<file path="src/rtl/instr_encoder_if.sv">
// rtl/instr_encoder_if.sv - descriptor-in / instruction-out bundle for instr_encoder
interface instr_encoder_if;
  logic        in_valid;
  logic        in_ready;
  logic [3:0]  in_kind;
  logic [3:0]  in_alu_op;
  logic [2:0]  in_br_type;
  logic [4:0]  in_rd;
  logic [4:0]  in_rs1;
  logic [4:0]  in_rs2;
  logic [31:0] in_imm;
  logic        addr_load;
  logic [31:0] addr_base;
  logic        out_valid;
  logic        out_ready;
  logic [31:0] out_instr;
  logic [31:0] out_addr;
  logic        err;

  modport slave (
    input  in_valid, in_kind, in_alu_op, in_br_type, in_rd, in_rs1, in_rs2, in_imm,
    input  addr_load, addr_base, out_ready,
    output in_ready, out_valid, out_instr, out_addr, err
  );

  modport master (
    output in_valid, in_kind, in_alu_op, in_br_type, in_rd, in_rs1, in_rs2, in_imm,
    output addr_load, addr_base, out_ready,
    input  in_ready, out_valid, out_instr, out_addr, err
  );
endinterface

</file>
<file path="src/rtl/instr_encoder.sv">
// rtl/instr_encoder.sv - RV32I instruction encoder from descriptors
module instr_encoder (
  input  logic               clk,
  input  logic               rst,
  instr_encoder_if.slave     bus
);

  localparam logic [3:0] K_R = 4'd0, K_IALU = 4'd1, K_LW = 4'd2, K_SW = 4'd3, K_LUI = 4'd4,
                         K_AUIPC = 4'd5, K_BR = 4'd6, K_JAL = 4'd7, K_JALR = 4'd8, K_LI = 4'd9;

  typedef enum logic [1:0] {IDLE, HOLD, LI_HI, LI_LO} state_t;

  state_t      state_q, state_d;
  logic [31:0] instr_q, instr_d;
  logic [31:0] addr_q, addr_d;
  logic [31:0] lo_q, lo_d;
  logic        err_q, err_d;

  logic [31:0] imm;
  logic [4:0]  rd, rs1, rs2;
  logic        fits12, fits13, fits21;
  logic [2:0]  alu_f3, br_f3;
  logic        alu_alt, alu_ok, br_ok, is_shift;
  logic [11:0] ialu_imm;
  logic [19:0] li_hi;
  logic        enc_legal, enc_two;
  logic [31:0] enc_w0, enc_w1;

  logic out_valid, in_ready, hs, acc;

  assign imm = bus.in_imm;
  assign rd  = bus.in_rd;
  assign rs1 = bus.in_rs1;
  assign rs2 = bus.in_rs2;

  assign fits12 = (&imm[31:11]) | ~(|imm[31:11]);
  assign fits13 = (&imm[31:12]) | ~(|imm[31:12]);
  assign fits21 = (&imm[31:20]) | ~(|imm[31:20]);

  always_comb begin
    alu_f3  = 3'b000;
    alu_alt = 1'b0;
    alu_ok  = 1'b1;
    case (bus.in_alu_op)
      4'd0: alu_f3 = 3'b000;
      4'd1: begin alu_f3 = 3'b000; alu_alt = 1'b1; end
      4'd2: alu_f3 = 3'b001;
      4'd3: alu_f3 = 3'b010;
      4'd4: alu_f3 = 3'b011;
      4'd5: alu_f3 = 3'b100;
      4'd6: alu_f3 = 3'b101;
      4'd7: begin alu_f3 = 3'b101; alu_alt = 1'b1; end
      4'd8: alu_f3 = 3'b110;
      4'd9: alu_f3 = 3'b111;
      default: alu_ok = 1'b0;
    endcase
  end

  always_comb begin
    br_f3 = 3'b000;
    br_ok = 1'b1;
    case (bus.in_br_type)
      3'd0: br_f3 = 3'b000;
      3'd1: br_f3 = 3'b001;
      3'd2: br_f3 = 3'b100;
      3'd3: br_f3 = 3'b101;
      3'd4: br_f3 = 3'b110;
      3'd5: br_f3 = 3'b111;
      default: br_ok = 1'b0;
    endcase
  end

  assign is_shift = (bus.in_alu_op == 4'd2) || (bus.in_alu_op == 4'd6) || (bus.in_alu_op == 4'd7);
  assign ialu_imm = is_shift ? {(alu_alt ? 7'h20 : 7'h00), imm[4:0]} : imm[11:0];
  // Rounds the upper part so the sign-extended ADDI low half lands back on imm.
  assign li_hi    = imm[31:12] + {19'd0, imm[11]};

  always_comb begin
    enc_legal = 1'b1;
    enc_two   = 1'b0;
    enc_w0    = '0;
    enc_w1    = '0;
    case (bus.in_kind)
      K_R: begin
        enc_legal = alu_ok;
        enc_w0    = {(alu_alt ? 7'h20 : 7'h00), rs2, rs1, alu_f3, rd, 7'h33};
      end
      K_IALU: begin
        enc_legal = alu_ok && (bus.in_alu_op != 4'd1) && (is_shift ? ~(|imm[31:5]) : fits12);
        enc_w0    = {ialu_imm, rs1, alu_f3, rd, 7'h13};
      end
      K_LW: begin
        enc_legal = fits12;
        enc_w0    = {imm[11:0], rs1, 3'b010, rd, 7'h03};
      end
      K_SW: begin
        enc_legal = fits12;
        enc_w0    = {imm[11:5], rs2, rs1, 3'b010, imm[4:0], 7'h23};
      end
      K_LUI, K_AUIPC: begin
        enc_legal = ~(|imm[11:0]);
        enc_w0    = {imm[31:12], rd, (bus.in_kind == K_LUI) ? 7'h37 : 7'h17};
      end
      K_BR: begin
        enc_legal = br_ok && fits13 && !imm[0];
        enc_w0    = {imm[12], imm[10:5], rs2, rs1, br_f3, imm[4:1], imm[11], 7'h63};
      end
      K_JAL: begin
        enc_legal = fits21 && !imm[0];
        enc_w0    = {imm[20], imm[10:1], imm[11], imm[19:12], rd, 7'h6F};
      end
      K_JALR: begin
        enc_legal = fits12;
        enc_w0    = {imm[11:0], rs1, 3'b000, rd, 7'h67};
      end
      K_LI: begin
        if (fits12) begin
          enc_w0 = {imm[11:0], 5'd0, 3'b000, rd, 7'h13};
        end else begin
          enc_two = 1'b1;
          enc_w0  = {li_hi, rd, 7'h37};
          enc_w1  = {imm[11:0], rd, 3'b000, rd, 7'h13};
        end
      end
      default: enc_legal = 1'b0;
    endcase
  end

  assign out_valid = (state_q != IDLE);
  assign in_ready  = !bus.addr_load &&
                     ((state_q == IDLE) || (((state_q == HOLD) || (state_q == LI_LO)) && bus.out_ready));
  assign hs        = out_valid && bus.out_ready;
  assign acc       = bus.in_valid && in_ready;

  always_comb begin
    state_d = state_q;
    instr_d = instr_q;
    addr_d  = addr_q;
    lo_d    = lo_q;
    err_d   = 1'b0;
    if (hs) begin
      addr_d = addr_q + 32'd4;
      if (state_q == LI_HI) begin
        state_d = LI_LO;
        instr_d = lo_q;
      end else begin
        state_d = IDLE;
      end
    end
    if (acc) begin
      if (enc_legal) begin
        instr_d = enc_w0;
        lo_d    = enc_w1;
        state_d = enc_two ? LI_HI : HOLD;
      end else begin
        err_d   = 1'b1;
        state_d = IDLE;
      end
    end
    if (bus.addr_load && (state_q == IDLE)) begin
      addr_d = bus.addr_base & ~32'h3;
    end
  end

  always_ff @(posedge clk) begin
    if (rst) begin
      state_q <= IDLE;
      instr_q <= '0;
      addr_q  <= '0;
      lo_q    <= '0;
      err_q   <= 1'b0;
    end else begin
      state_q <= state_d;
      instr_q <= instr_d;
      addr_q  <= addr_d;
      lo_q    <= lo_d;
      err_q   <= err_d;
    end
  end

  assign bus.in_ready  = in_ready;
  assign bus.out_valid = out_valid;
  assign bus.out_instr = instr_q;
  assign bus.out_addr  = addr_q;
  assign bus.err       = err_q;

endmodule

</file>
<file path="src/flat_wrapper.sv">
// flat-port wrapper written by rule: the top's interface ports become plain ports
module instr_encoder_flat 
  (clk, rst, bus_in_valid, bus_in_kind, bus_in_alu_op, bus_in_br_type, bus_in_rd, bus_in_rs1, bus_in_rs2, bus_in_imm, bus_addr_load, bus_addr_base, bus_out_ready, bus_in_ready, bus_out_valid, bus_out_instr, bus_out_addr, bus_err);
  instr_encoder_if bus_i ();
  input  logic clk;
  input  logic rst;
  input wire logic [$bits(bus_i.in_valid)-1:0] bus_in_valid;
  input wire logic [$bits(bus_i.in_kind)-1:0] bus_in_kind;
  input wire logic [$bits(bus_i.in_alu_op)-1:0] bus_in_alu_op;
  input wire logic [$bits(bus_i.in_br_type)-1:0] bus_in_br_type;
  input wire logic [$bits(bus_i.in_rd)-1:0] bus_in_rd;
  input wire logic [$bits(bus_i.in_rs1)-1:0] bus_in_rs1;
  input wire logic [$bits(bus_i.in_rs2)-1:0] bus_in_rs2;
  input wire logic [$bits(bus_i.in_imm)-1:0] bus_in_imm;
  input wire logic [$bits(bus_i.addr_load)-1:0] bus_addr_load;
  input wire logic [$bits(bus_i.addr_base)-1:0] bus_addr_base;
  input wire logic [$bits(bus_i.out_ready)-1:0] bus_out_ready;
  output wire logic [$bits(bus_i.in_ready)-1:0] bus_in_ready;
  output wire logic [$bits(bus_i.out_valid)-1:0] bus_out_valid;
  output wire logic [$bits(bus_i.out_instr)-1:0] bus_out_instr;
  output wire logic [$bits(bus_i.out_addr)-1:0] bus_out_addr;
  output wire logic [$bits(bus_i.err)-1:0] bus_err;
  assign bus_i.in_valid = bus_in_valid;
  assign bus_i.in_kind = bus_in_kind;
  assign bus_i.in_alu_op = bus_in_alu_op;
  assign bus_i.in_br_type = bus_in_br_type;
  assign bus_i.in_rd = bus_in_rd;
  assign bus_i.in_rs1 = bus_in_rs1;
  assign bus_i.in_rs2 = bus_in_rs2;
  assign bus_i.in_imm = bus_in_imm;
  assign bus_i.addr_load = bus_addr_load;
  assign bus_i.addr_base = bus_addr_base;
  assign bus_i.out_ready = bus_out_ready;
  assign bus_in_ready = bus_i.in_ready;
  assign bus_out_valid = bus_i.out_valid;
  assign bus_out_instr = bus_i.out_instr;
  assign bus_out_addr = bus_i.out_addr;
  assign bus_err = bus_i.err;
  instr_encoder u_core (.clk(clk), .rst(rst), .bus(bus_i));
endmodule
</file>
<file path="config.mk">
export PLATFORM = sky130hd
export DESIGN_NAME = instr_encoder_flat
export DESIGN_NICKNAME = d
export VERILOG_FILES = /design/src/rtl/instr_encoder_if.sv /design/src/rtl/instr_encoder.sv /design/src/flat_wrapper.sv
export SDC_FILE = /design/constraint.sdc
export NUM_CORES = 1
export LEC_CHECK = 0
export ABC_CLOCK_PERIOD_IN_PS = 9270
export CAP_MARGIN = 20
export CORE_MARGIN = 2
export CORE_UTILIZATION = 49
export CTS_CLUSTER_DIAMETER = 100
export DETAILED_ROUTE_END_ITERATION = 12
export PLACE_DENSITY = 0.8
export REMOVE_ABC_BUFFERS = 1
export SYNTH_ARGS = -nofsm -noshare
export SYNTH_HDL_FRONTEND = slang
export SYNTH_SLANG_ARGS = --single-unit
</file>
<file path="constraint.sdc">
create_clock -name clk -period 9.27 [get_ports clk]
set_input_delay 2.3175 -clock clk [delete_from_list [all_inputs] [get_ports clk]]
set_output_delay 2.3175 -clock clk [all_outputs]
set_load 0.03 [all_outputs]
</file>
==> results of run 1 <==
[layout make-up]
type	count	area share (%)
Clock buffer	11	2.13
Inverter	14	0.738
Multi-Input combinational cell	575	48.1
Clock inverter	4	0.334
Sequential cell	83	23.3
Timing Repair Buffer	165	22.9
Tap cell	140	2.46
[power by group through the flow]
stage	clock (mW)	combinational [mW]	sequential, mW
after floorplan	0	0.0629	0.406
after CTS	0.252	0.187	0.378
after global routing	0.268	0.203	0.381
after global placement	0	0.184	0.386
final	0.249	0.190	0.379
after detailed placement	0	0.186	0.387
[stage by stage]
step                      cells  utilization [%]  total power [mW]
after floorplan             672                -             0.469
after global placement      977             64.3             0.570
after detailed placement    977             64.3             0.573
after CTS                   992             66.0             0.818
after global routing        992             66.0             0.852
final                       992             66.0             0.818
[flip-flops by register name, indices dropped and copies added (netlist names)]
signal                flops
u_core.lo_q              18
u_core.bus.err            1
u_core.bus.out_instr     32
u_core.bus.out_addr      30
u_core.state_q            2
[how the worst max path moves through the flow]
stage,to,depth (start not counted)
2_1_floorplan,bus_in_ready,2
3_3_place_gp,bus_in_ready,4
3_5_place_dp,bus_in_ready,4
4_1_cts,bus_in_ready,4
5_1_grt,bus_in_ready,4
6_report,bus_in_ready,4
[Yosys cell counts, types with 4 or more instances]
master,instances
or3_1,6
xnor2_1,9
a22oi_1,5
mux2i_1,4
a222oi_1,4
nor4_1,11
inv_1,11
nand2b_1,7
dfxtp_1,83
nor2_1,81
nand2_1,89
a2111oi_0,4
nand3_1,48
and3_1,13
o21ai_0,31
and2_1,9
a31oi_1,8
a211oi_1,33
o2bb2ai_1,5
buf_6,4
a221oi_1,20
a31o_1,5
nor3_1,26
nor2b_1,5
a21oi_1,45
clkbuf_1,35
o22ai_1,9
nand4_1,11
a21o_1,4
ha_1,4
nor3b_1,4
xor2_1,16
buf_2,9
a311oi_1,16
[logic make-up (layout without fill, tap and decap cells)]
| kind of cell | Yosys count | count (layout) | share of synthesized area (%) |
|---|---|---|---|
| multiplexers | 6 | 6 | 1.16 |
| AND/OR/NAND/NOR | 326 | 326 | 29.2 |
| flip-flops | 83 | 83 | 30.8 |
| XOR/XNOR | 25 | 25 | 4.07 |
| AO/OA/AOI/OAI | 212 | 212 | 28.2 |
| other | 1 | 2 | 0.0696 |
| buffers and inverters | 67 | 194 | 5.60 |
| adder cells (fa/ha/maj) | 4 | 4 | 0.929 |
[worst max-delay path: stages]
cell and delay (ns):
clkdlybuf4s50_1 0.54, nand2_1 0.09, a21oi_1 0.22, clkdlybuf4s50_1 0.71
[per-layer routing]
metal / track usage (%) / vias up / part of all wire, %
met2: 48.8 / 314 / 47
met1: 40.7 / 2928 / 42
met5: 0 / - / 0
met4: 12.3 / 0 / 2.3
met3: 5.50 / 36 / 8.1
li1: - / 2957 / -
==> results.py, run 1 <==
metrics = {
    "global_route": {
        "grt_pass1_vias": 5834,
        "grt_start_max_net_pins": 84,
        "grt_pass1_wl_um": 28600,
        "grt_overflow": 0,
        "track_usage_pct": 30.5,
        "antenna_found_initial": 0,
    },
    "sta": {
        "worst_pin_slew_ns": 0.925,
        "hold-worst-slack_ns": 0.448,
        "period_needed_ns": 6.21,
        "max_freq_mhz": 161,
        "fin_ws_ns": 3.06,
        "fin_crit_sh_pct": 67.0,
        "fin_setup_tns_ns": 0,
        "finalHoldViolations": 0,
        "rsz0062_at_grt": "false",
        "worst_clock_skew_ns": 0.0149,
        "setup_viol": 0,
        "maxSlewViolCount": 0,
        "relSlewSlack_pct": 38.1,
    },
    "final_layout": {
        "layout_common_cells": "clkdlybuf4s50_1, nand2_1, dfxtp_1",
        "fin_area_mm2": 0.00712,
        "nFillCells": 958,
        "ff_latch_area_mm2": 0.00166,
        "area_growth_pct": 32.1,
        "multiInputGateArea_mm2": 0.00343,
        "fin_nets": 947,
        "mostFrequentLayoutCell": "clkdlybuf4s50_1",
        "drive_gt1_share_pct": 4.69,
        "antenna_cells": 0,
    },
    "route": {
        "vias": 6235,
        "avgViaCountPerCell": 6.29,
        "finalWirelength_um": 18000,
        "ant_nets": 0,
        "drc": 0,
        "drt-pass1-iter-count": 5,
        "drtIter0Drc": 582,
        "routedWlPerCell_um": 18.1,
    },
    "yosys": {
        "synth_flop_cell": "dfxtp_1",
        "yosysUniqueCellTypes": 65,
        "synthCells": 724,
        "ys_warn_count": 0,
        "netlist_area_mm2": 0.00539,
        "syn_avg_cell_area_um2": 7.44,
        "synth_seq_cells": 83,
        "synth_edf_count": 0,
        "synth_top_area_cell": "dfxtp_1",
        "synthArstFlopShare_pct": 0,
        "synthTopCellsByArea": "dfxtp_1, nand2_1, nor2_1, a211oi_1, nand3_1",
        "synth_seq_area_share_pct": 30.8,
        "synth_top_area_share_pct": 30.8,
    },
    "clock_network": {
        "clkTransAtPathRegs_ns": 0.08,
        "clkLatencyLatePin_ns": 0.38,
        "cts_buffer_depth": 2,
        "cts_tree": "built",
        "cts-resized-gates": 0,
        "postCtsSetupRepairBufs": 0,
        "cts_root_buf": "clkbuf_8",
        "cts_made_buffers": 9,
        "ctsHoldBuffers": 0,
        "h-tree-depth": 3,
        "cts_sinks": 83,
    },
    "die": {
        "num_rows": 38,
        "pin_count": 162,
        "die_x_um": 109,
        "die_y_um": 109,
        "core_area_mm2": 0.0108,
        "dieArea_mm2": 0.0118,
        "initial_utilization_pct": 49.9,
    },
    "placement": {
        "dpl_worst_slack_ns": 3.08,
        "gp_congestion": 0.912,
        "hpwl_um": 13000,
        "portBuffers": 157,
        "postPlaceCellArea_mm2": 0.00694,
    },
    "setup_path": {
        "rrSetupSlack_ns": 6.81,
        "rr_startpoint": "u_core.bus.out_addr[9]",
        "cp-startpoint": "bus_out_ready",
        "worstPathArrival_ns": 3.89,
        "cp_max_fo": 5,
        "reg2reg_depth": 6,
        "crit_type": "input port to output pin",
        "startpoint_type": "input port",
        "cp-end-kind": "output pin",
        "critPathRequiredTime_ns": 6.95,
        "r2r_end": "u_core.bus.out_addr[31]",
    },
    "job": {
        "maxCapViolations": 0,
    },
    "power_and_ir_drop": {
        "vdd_ir_drop_max_mv": 0.0713,
        "swShare_pct": 31.3,
        "powerDensity_mw_per_mm2": 115,
        "leakagePower_nw": 2.36,
        "combPwrFrac_pct": 23.2,
        "pwr-share-seq_pct": 46.3,
        "p_int_mw": 0.562,
        "p_sw_mw": 0.256,
        "power_frac_clock_pct": 30.5,
    },
    "min_path": {
        "min_from": "u_core.lo_q[16]",
        "hold_class": "flip-flop to flip-flop",
        "min_to": "u_core.lo_q[16]",
        "hold_depth": 2,
    },
    "outcome": {
        "status": "finished, final reports clean",
    },
}
No activity file was read; power rests on OpenSTA's default activity.
==> run 2: changes to the inputs <==
--- a/config.mk
+++ b/config.mk
@@ -5,13 +5,13 @@
 export SDC_FILE = /design/constraint.sdc
 export NUM_CORES = 1
 export LEC_CHECK = 0
-export ABC_CLOCK_PERIOD_IN_PS = 9270
+export ABC_CLOCK_PERIOD_IN_PS = 5050
 export CAP_MARGIN = 20
 export CORE_MARGIN = 2
-export CORE_UTILIZATION = 49
+export CORE_UTILIZATION = 43
 export CTS_CLUSTER_DIAMETER = 100
 export DETAILED_ROUTE_END_ITERATION = 12
-export PLACE_DENSITY = 0.8
+export PLACE_DENSITY = 0.74
 export REMOVE_ABC_BUFFERS = 1
 export SYNTH_ARGS = -nofsm -noshare
 export SYNTH_HDL_FRONTEND = slang
==> constraint.sdc (replaced) <==
create_clock -name clk -period 5.05 [get_ports clk]
set_input_delay 1.2625 -clock clk [delete_from_list [all_inputs] [get_ports clk]]
set_output_delay 1.2625 -clock clk [all_outputs]
set_load 0.03 [all_outputs]
==> run 2 against run 1 <==
  * Sequential share of layout area down 0.89 points
  * Worst setup slack worse by 2.3 ns
  * Largest cell class unchanged
  * Routed wire length up 7.0%
  * Sequential power up 84%
  * Cell count up 4.5%
  * Highest routed layer unchanged
  * First-iteration DRC count down 21%
  * Critical endpoint is now u_core.bus.out_instr[20]
  * Register-to-register slack worse by 4.2 ns
  * Count of clock-buffer cells in the layout unchanged
  * Non-clock buffer count up 17
  * Global-route usage down 1.7 points
  * Via count up 0.50%
==> results.py, run 2 (same netlist as run 1, synthesis figures left out) <==
metrics = {
    "outcome": {
        "status": "finished, final reports clean",
    },
    "sta": {
        "hold-worst-slack_ns": 0.451,
        "relSlewSlack_pct": 46.0,
        "rsz0062_at_grt": "false",
        "fin_setup_tns_ns": 0,
        "worst_clock_skew_ns": 0.00566,
        "fin_crit_sh_pct": 84.8,
        "fin_ws_ns": 0.768,
        "maxSlewViolCount": 0,
        "max_freq_mhz": 234,
        "period_needed_ns": 4.28,
        "setup_viol": 0,
        "worst_pin_slew_ns": 0.808,
        "finalHoldViolations": 0,
    },
    "final_layout": {
        "drive_gt1_share_pct": 6.44,
        "largest_reg_flops": 32,
        "fin_nets": 964,
        "layout_common_cells": "clkdlybuf4s50_1, nand2_1, dfxtp_1",
        "mostFrequentLayoutCell": "clkdlybuf4s50_1",
        "area_growth_pct": 37.4,
        "nFillCells": 1131,
        "antenna_cells": 0,
    },
    "route": {
        "drtIter0Drc": 460,
        "drc": 0,
        "routedWlPerCell_um": 18.6,
        "finalWirelength_um": 19200,
        "avgViaCountPerCell": 6.04,
        "ant_nets": 0,
        "vias": 6266,
        "drt-pass1-iter-count": 5,
    },
    "clock_network": {
        "postCtsSetupRepairBufs": 0,
        "ctsHoldBuffers": 0,
        "cts_sinks": 83,
        "cts_root_buf": "clkbuf_16",
        "h-tree-depth": 3,
        "clkTransAtPathRegs_ns": 0.06,
        "clkLatencyLatePin_ns": 0.35,
        "cts_tree": "built",
        "cts-resized-gates": 0,
        "cts_made_buffers": 9,
        "cts_buffer_depth": 2,
    },
    "global_route": {
        "grt_pass1_wl_um": 30600,
        "grt_overflow": 0,
        "grt_pass1_vias": 6112,
        "met3_usage_pct": 6.01,
        "met1_usage_pct": 36.1,
        "antenna_found_initial": 0,
        "grtUsageMet2_pct": 49.1,
        "grt_busiest_layer": "met2",
        "track_usage_pct": 28.8,
        "grt_start_max_net_pins": 56,
    },
    "die": {
        "dieArea_mm2": 0.0134,
        "die_y_um": 116,
        "initial_utilization_pct": 44.5,
        "num_rows": 40,
        "pin_count": 162,
        "die_x_um": 116,
        "core_area_mm2": 0.0121,
    },
    "setup_path": {
        "worstPathArrival_ns": 4.49,
        "rrSetupSlack_ns": 2.60,
        "rr_startpoint": "u_core.bus.out_addr[9]",
        "cp-startpoint": "bus_in_imm[14]",
        "reg2reg_depth": 6,
        "crit_type": "input port to flip-flop",
        "cp-end-kind": "flip-flop",
        "cp_max_fo": 41,
        "critPathRequiredTime_ns": 5.26,
        "r2r_end": "u_core.bus.out_addr[31]",
        "startpoint_type": "input port",
    },
    "min_path": {
        "min_from": "u_core.lo_q[28]",
        "hold_class": "flip-flop to flip-flop",
        "min_to": "u_core.lo_q[28]",
        "hold_depth": 2,
    },
    "placement": {
        "gp_congestion": 1.01,
        "portBuffers": 157,
        "hpwl_um": 14400,
        "dpl_worst_slack_ns": 0.465,
    },
    "job": {
        "maxCapViolations": 0,
    },
    "power_and_ir_drop": {
        "leakagePower_nw": 2.49,
        "powerDensity_mw_per_mm2": 226,
        "vdd_ir_drop_max_mv": 0.112,
    },
}
run 2: how the worst max path moves through the flow:
stage                          endpoint  cells past startpoint
2_1_floorplan  u_core.bus.out_instr[27]                      8
3_5_place_dp   u_core.bus.out_instr[20]                      9
6_report       u_core.bus.out_instr[20]                      9
3_3_place_gp   u_core.bus.out_instr[20]                     10
5_1_grt        u_core.bus.out_instr[20]                      9
4_1_cts        u_core.bus.out_instr[20]                      9
run 2: worst max-delay path, stage by stage:
cell             delay, ns
clkdlybuf4s50_1       0.53
nor4_1                0.64
nand4b_1              0.36
nand3b_1              0.26
a311o_1               0.41
a31o_1                0.36
buf_12                0.25
a211oi_1              0.32
a311oi_1              0.08
run 2: routing by layer:
metal	part of all wire, %	routed length [µm]
met1	42	8040
met2	48	9280
met3	7.6	1460
met4	2.5	476
met5	0	0
run 2: through the flow:
stage / cells / utilization, % / total power [mW] / area, µm²
final: 1037 / 61.1 / 1.67 / 7400
after global routing: 1037 / 61.1 / 1.73 / 7400
after CTS: 1037 / 61.1 / 1.68 / 7400
after detailed placement: 1022 / 58.9 / 1.07 / 7130
after global placement: 1022 / 58.9 / 1.06 / 7130
after floorplan: 672 / - / 0.860 / 5140
run 2: area by class of cell:
cell class	count	area, µm²	share of cell area [%]
Clock buffer	11	243	3.28
Clock inverter	4	27.5	0.372
Inverter	14	52.6	0.710
Multi-Input combinational cell	575	3430	46.3
Sequential cell	83	1660	22.5
Tap cell	168	210	2.84
Timing Repair Buffer	182	1780	24.0
run 2: where the power goes:
group	total [mW]	internal [mW]	switching [mW]
Combinational	0.364	0.163	0.200
Clock	0.615	0.344	0.271
Sequential	0.696	0.675	0.0210
Total	1.67	1.18	0.492
==> edit 1 (config.mk and constraints of run 2) <==
The 4 states of `state_t` get a one-hot encoding in 4 bits.
--- a/src/rtl/instr_encoder.sv
+++ b/src/rtl/instr_encoder.sv
@@ -10,3 +10,3 @@
 
-  typedef enum logic [1:0] {IDLE, HOLD, LI_HI, LI_LO} state_t;
+  typedef enum logic [3:0] {IDLE = 4'b0001, HOLD = 4'b0010, LI_HI = 4'b0100, LI_LO = 4'b1000} state_t;
 
Function: same outputs for any inputs over 4 cycles, from zero or initial values and one cycle with rst high; so few cycles prove little.
==> edit 1 against run 2 <==
  * Non-clock buffer count is 9 lower
  * Power rose by 7.1%
  * Combinational power up 4%
  * Maximum frequency grew 0.60%
  * Sequential cell count increased by 2
  * Critical path depth decreased by 5
  * Register-to-register slack worse by 0.02 ns
  * Routed wire length decreased by 5.6%
  * Critical endpoint is now bus_in_ready
  * Largest power group unchanged
  * Cell area is 1.1% higher
  * Setup slack improved by 0.026 ns
  * Area after synthesis is 2.6% higher
==> edit 1: results (changes against run 2) <==
r2r_cells: 8  # +2
yosysSeqAreaShare: 0.308  # -0.000647
rrSetupSlack_ns: 2.58  # -0.02 ns
clock_skew_ns: 0.00518  # -0.000478 ns
holdPathEnd: "u_core.lo_q[17]"
timing.rr.start: "u_core.state_q[3]"
min_from: "u_core.lo_q[17]"
reg2reg_to: "u_core.bus.out_instr[27]"
grt_max_degree: 58  # +3.6%
finalWeightedCongestion: 0.944  # -6.6%
dp_worst_setup_slack_ns: 0.718  # +0.253 ns
status: "complete, no violations"
synthTopCellsByCount: "nand2_1 (103), dfxtp_1 (85), nor2_1 (60)"
dp_hpwl_mm: 13.3  # -7.8%
power.density_mw_per_mm2: 240  # +6.0%
synth.area.top_cells: "dfxtp_1 (31%), nand2_1 (7.0%), nand3_1 (5.0%)"
worst_pin_slew_ns: 0.952  # +0.144 ns
grt_pass1_vias: 5781  # -5.4%
drive_above_1_share: 0.0598  # -0.00460
final_nets: 963  # -0.10%
nFillCells: 1209  # +6.9%
vdd_drop_max_uv: 174  # +56%
grt_pass1_wl_mm: 29.3  # -4.3%
power_switching_mw: 0.528  # +7.2%
ys_types: 76  # +17%
edit 1: cell count changes after synthesis, moves of 8 or more:
cell and delta:
nor3_1 -12, nand2_1 +14, a221oi_1 -18, a21oi_1 +8
clkbuf_1 -9, nor2_1 -21
edit 1: final cells by class:
class,instances,area share
clock buffers,10,0.0320
clock inverters,6,0.00937
inverters,16,0.00803
multi-input cells,579,0.466
flip-flops and latches,85,0.228
well taps,172,0.0288
repair buffers,173,0.228
edit 1: kinds of logic (layout without fill, tap and decap cells):
group                      after synthesis  after routing  synth area share
buffers and inverters                   67            205            0.0636
and+or+nand+nor                        321            321             0.292
AOI/OAI and AO/OA                      213            213             0.264
xor gates and xnor gates                35             35            0.0555
other                                    1              2          0.000678
DFF                                     85             85             0.308
adders and majority gates                5              5            0.0109
muxes                                    3              3           0.00543
edit 1: power by group through the flow:
stage,clock (mW),combinational [mW],sequential [mW]
finish,0.695,0.379,0.720
detailed placement,0,0.369,0.734
global placement,0,0.365,0.733
CTS,0.704,0.371,0.719
global route,0.726,0.404,0.723
floorplan,0,0.121,0.775
edit 1: worst max-delay path by stage:
stage	startpoint	to	slack [ns]	depth (start not counted)
floorplan	bus_in_imm[11]	u_core.bus.out_instr[20]	0.42	8
global placement	bus_in_imm[11]	u_core.bus.out_instr[27]	0.80	10
detailed placement	bus_in_imm[23]	u_core.bus.out_instr[27]	0.72	9
CTS	bus_out_ready	bus_in_ready	0.76	4
global route	bus_out_ready	bus_in_ready	0.69	4
finish	bus_out_ready	bus_in_ready	0.79	4
edit 1: worst max-delay path, stage by stage:
cell	delay [ns]
clkdlybuf4s50_1	0.48
nand3b_1	0.08
a211oi_1	0.39
clkdlybuf4s50_1	0.78
edit 1: layer usage:
layer	track usage	share of wire	vias up
met2	0.414	0.46	274
met3	0.0370	0.071	29
met5	0	0	-
met1	0.346	0.44	2922
li1	-	-	2962
met4	0.105	0.022	0
edit 1: per-stage QoR:
stage	utilization	area, um^2	cells	power (mW)
floorplan	-	5240	680	0.896
global placement	0.568	7140	1024	1.10
detailed placement	0.568	7140	1024	1.10
CTS	0.593	7450	1040	1.79
global route	0.595	7480	1041	1.85
finish	0.595	7480	1041	1.79
==> edit 2 (settings of run 2) <==
Made on the original files. Reset style: asynchronous (`rst`), changed in one clocked block.
--- a/src/rtl/instr_encoder.sv
+++ b/src/rtl/instr_encoder.sv
@@ -164,3 +164,3 @@
 
-  always_ff @(posedge clk) begin
+  always_ff @(posedge clk or posedge rst) begin
     if (rst) begin
Function: differs if rst is asserted again (counterexample within 4 cycles, from zero or initial values and one cycle with rst high); with rst held inactive, the same outputs for 4 cycles.
==> edit 2 against run 2 <==
  * Routed wire length fell by 5.2%
  * Area after synthesis rose by 6.1%
  * Sequential share of layout area rose by 4.4 points
  * Cell area rose by 4.4%
  * Sequential cell count did not move
  * Register-to-register slack barely moved
  * Setup slack improved by 0.14 ns
Power is not compared: it rests on default switching activity, and its combinational part moved more than twofold at a synthesized area within 25%.
==> edit 2: results (changes against run 2) <==
ys_types: 66  # +1.5%
timing.rr.start: "u_core.bus.out_addr[9]"
grt_pass1_vias: 5557  # -9.1%
async_reset_ff_frac: 1.00  # +1.00
dp_hpwl_mm: 13.6  # -6.0%
path_max_fanout: 2  # -95%
power_mw: 2.59
final_nets: 893  # -7.4%
min_period_ns: 4.14  # -0.144 ns
whs_ns: 0.499  # +0.0477 ns
grt_max_degree: 61  # +8.9%
reg2reg_to: "u_core.bus.out_addr[31]"
drive_above_1_share: 0.0576  # -0.00687
finalWeightedCongestion: 0.936  # -7.4%
rrSetupSlack_ns: 2.61  # about the same
slowest_delay_ns: 0.74  # +0.10 ns
endpoint: "bus_in_ready"
synth.area.top_cells: "dfrtp_1 (36%), mux2i_1 (9.8%), nand2_1 (4.9%)"
critPathSlowestCell: "clkdlybuf4s50_1"
post_cts_resized: 0  # unchanged
min_from: "u_core.bus.out_instr[1]"
critPathLaunch: "bus_out_ready"
vias: 5677  # -9.4%
clock_skew_ns: 0.00654  # +0.000881 ns
status: "complete, no violations"
dp.cells: 959  # -6.2%
drt_wl_total_mm: 18.2  # -5.2%
crit_arrival_ns: 2.88  # -1.61 ns
placed_cell_area_mm2: 0.00742  # +4.0%
holdPathEnd: "u_core.bus.out_instr[1]"
dp_worst_setup_slack_ns: 0.714  # +0.249 ns
worst_pin_slew_ns: 0.979  # +0.171 ns
netlist_instances: 651  # -10%
drt-initial-drc-count: 446  # -3.0%
yosysSeqAreaShare: 0.363  # +0.0548
cts_inserted_buffers: 9  # unchanged
antenna_found_initial: 0  # unchanged
grt_pass1_wl_mm: 28.8  # -5.8%
grtUsageTotal: 0.256  # -0.0320
[edit 2: routing by layer]
layer,routed length (um),track usage,vias up,share of wire
li1,-,-,2684,-
met4,524,0.100,0,0.029
met2,8920,0.434,260,0.49
met1,7590,0.322,2699,0.42
met3,1220,0.0512,34,0.067
met5,0,0,-,0
[edit 2: critical path, delay by kind of cell]
kind          cells  cell delay (ns)
simple gates      2             0.37
buf+inv           2             1.24
[edit 2: kinds of logic after synthesis]
| logic type | synth area share |
|---|---|
| AOI/OAI and AO/OA | 0.183 |
| xor gates and xnor gates | 0.0521 |
| adders and majority gates | 0.00876 |
| buffers and inverters | 0.0573 |
| DFF | 0.363 |
| muxes | 0.115 |
| other | 0.000656 |
| and+or+nand+nor | 0.219 |
[edit 2: area by class of cell]
cell class                      instances  area [um^2]
Fill cell                            1162         5410
Timing Repair Buffer                  171         1690
Multi-Input combinational cell        503         3330
Tap cell                              176          220
Clock inverter                          5         60.1
Clock buffer                           11          253
Sequential cell                        83         2080
Inverter                               26         98.8
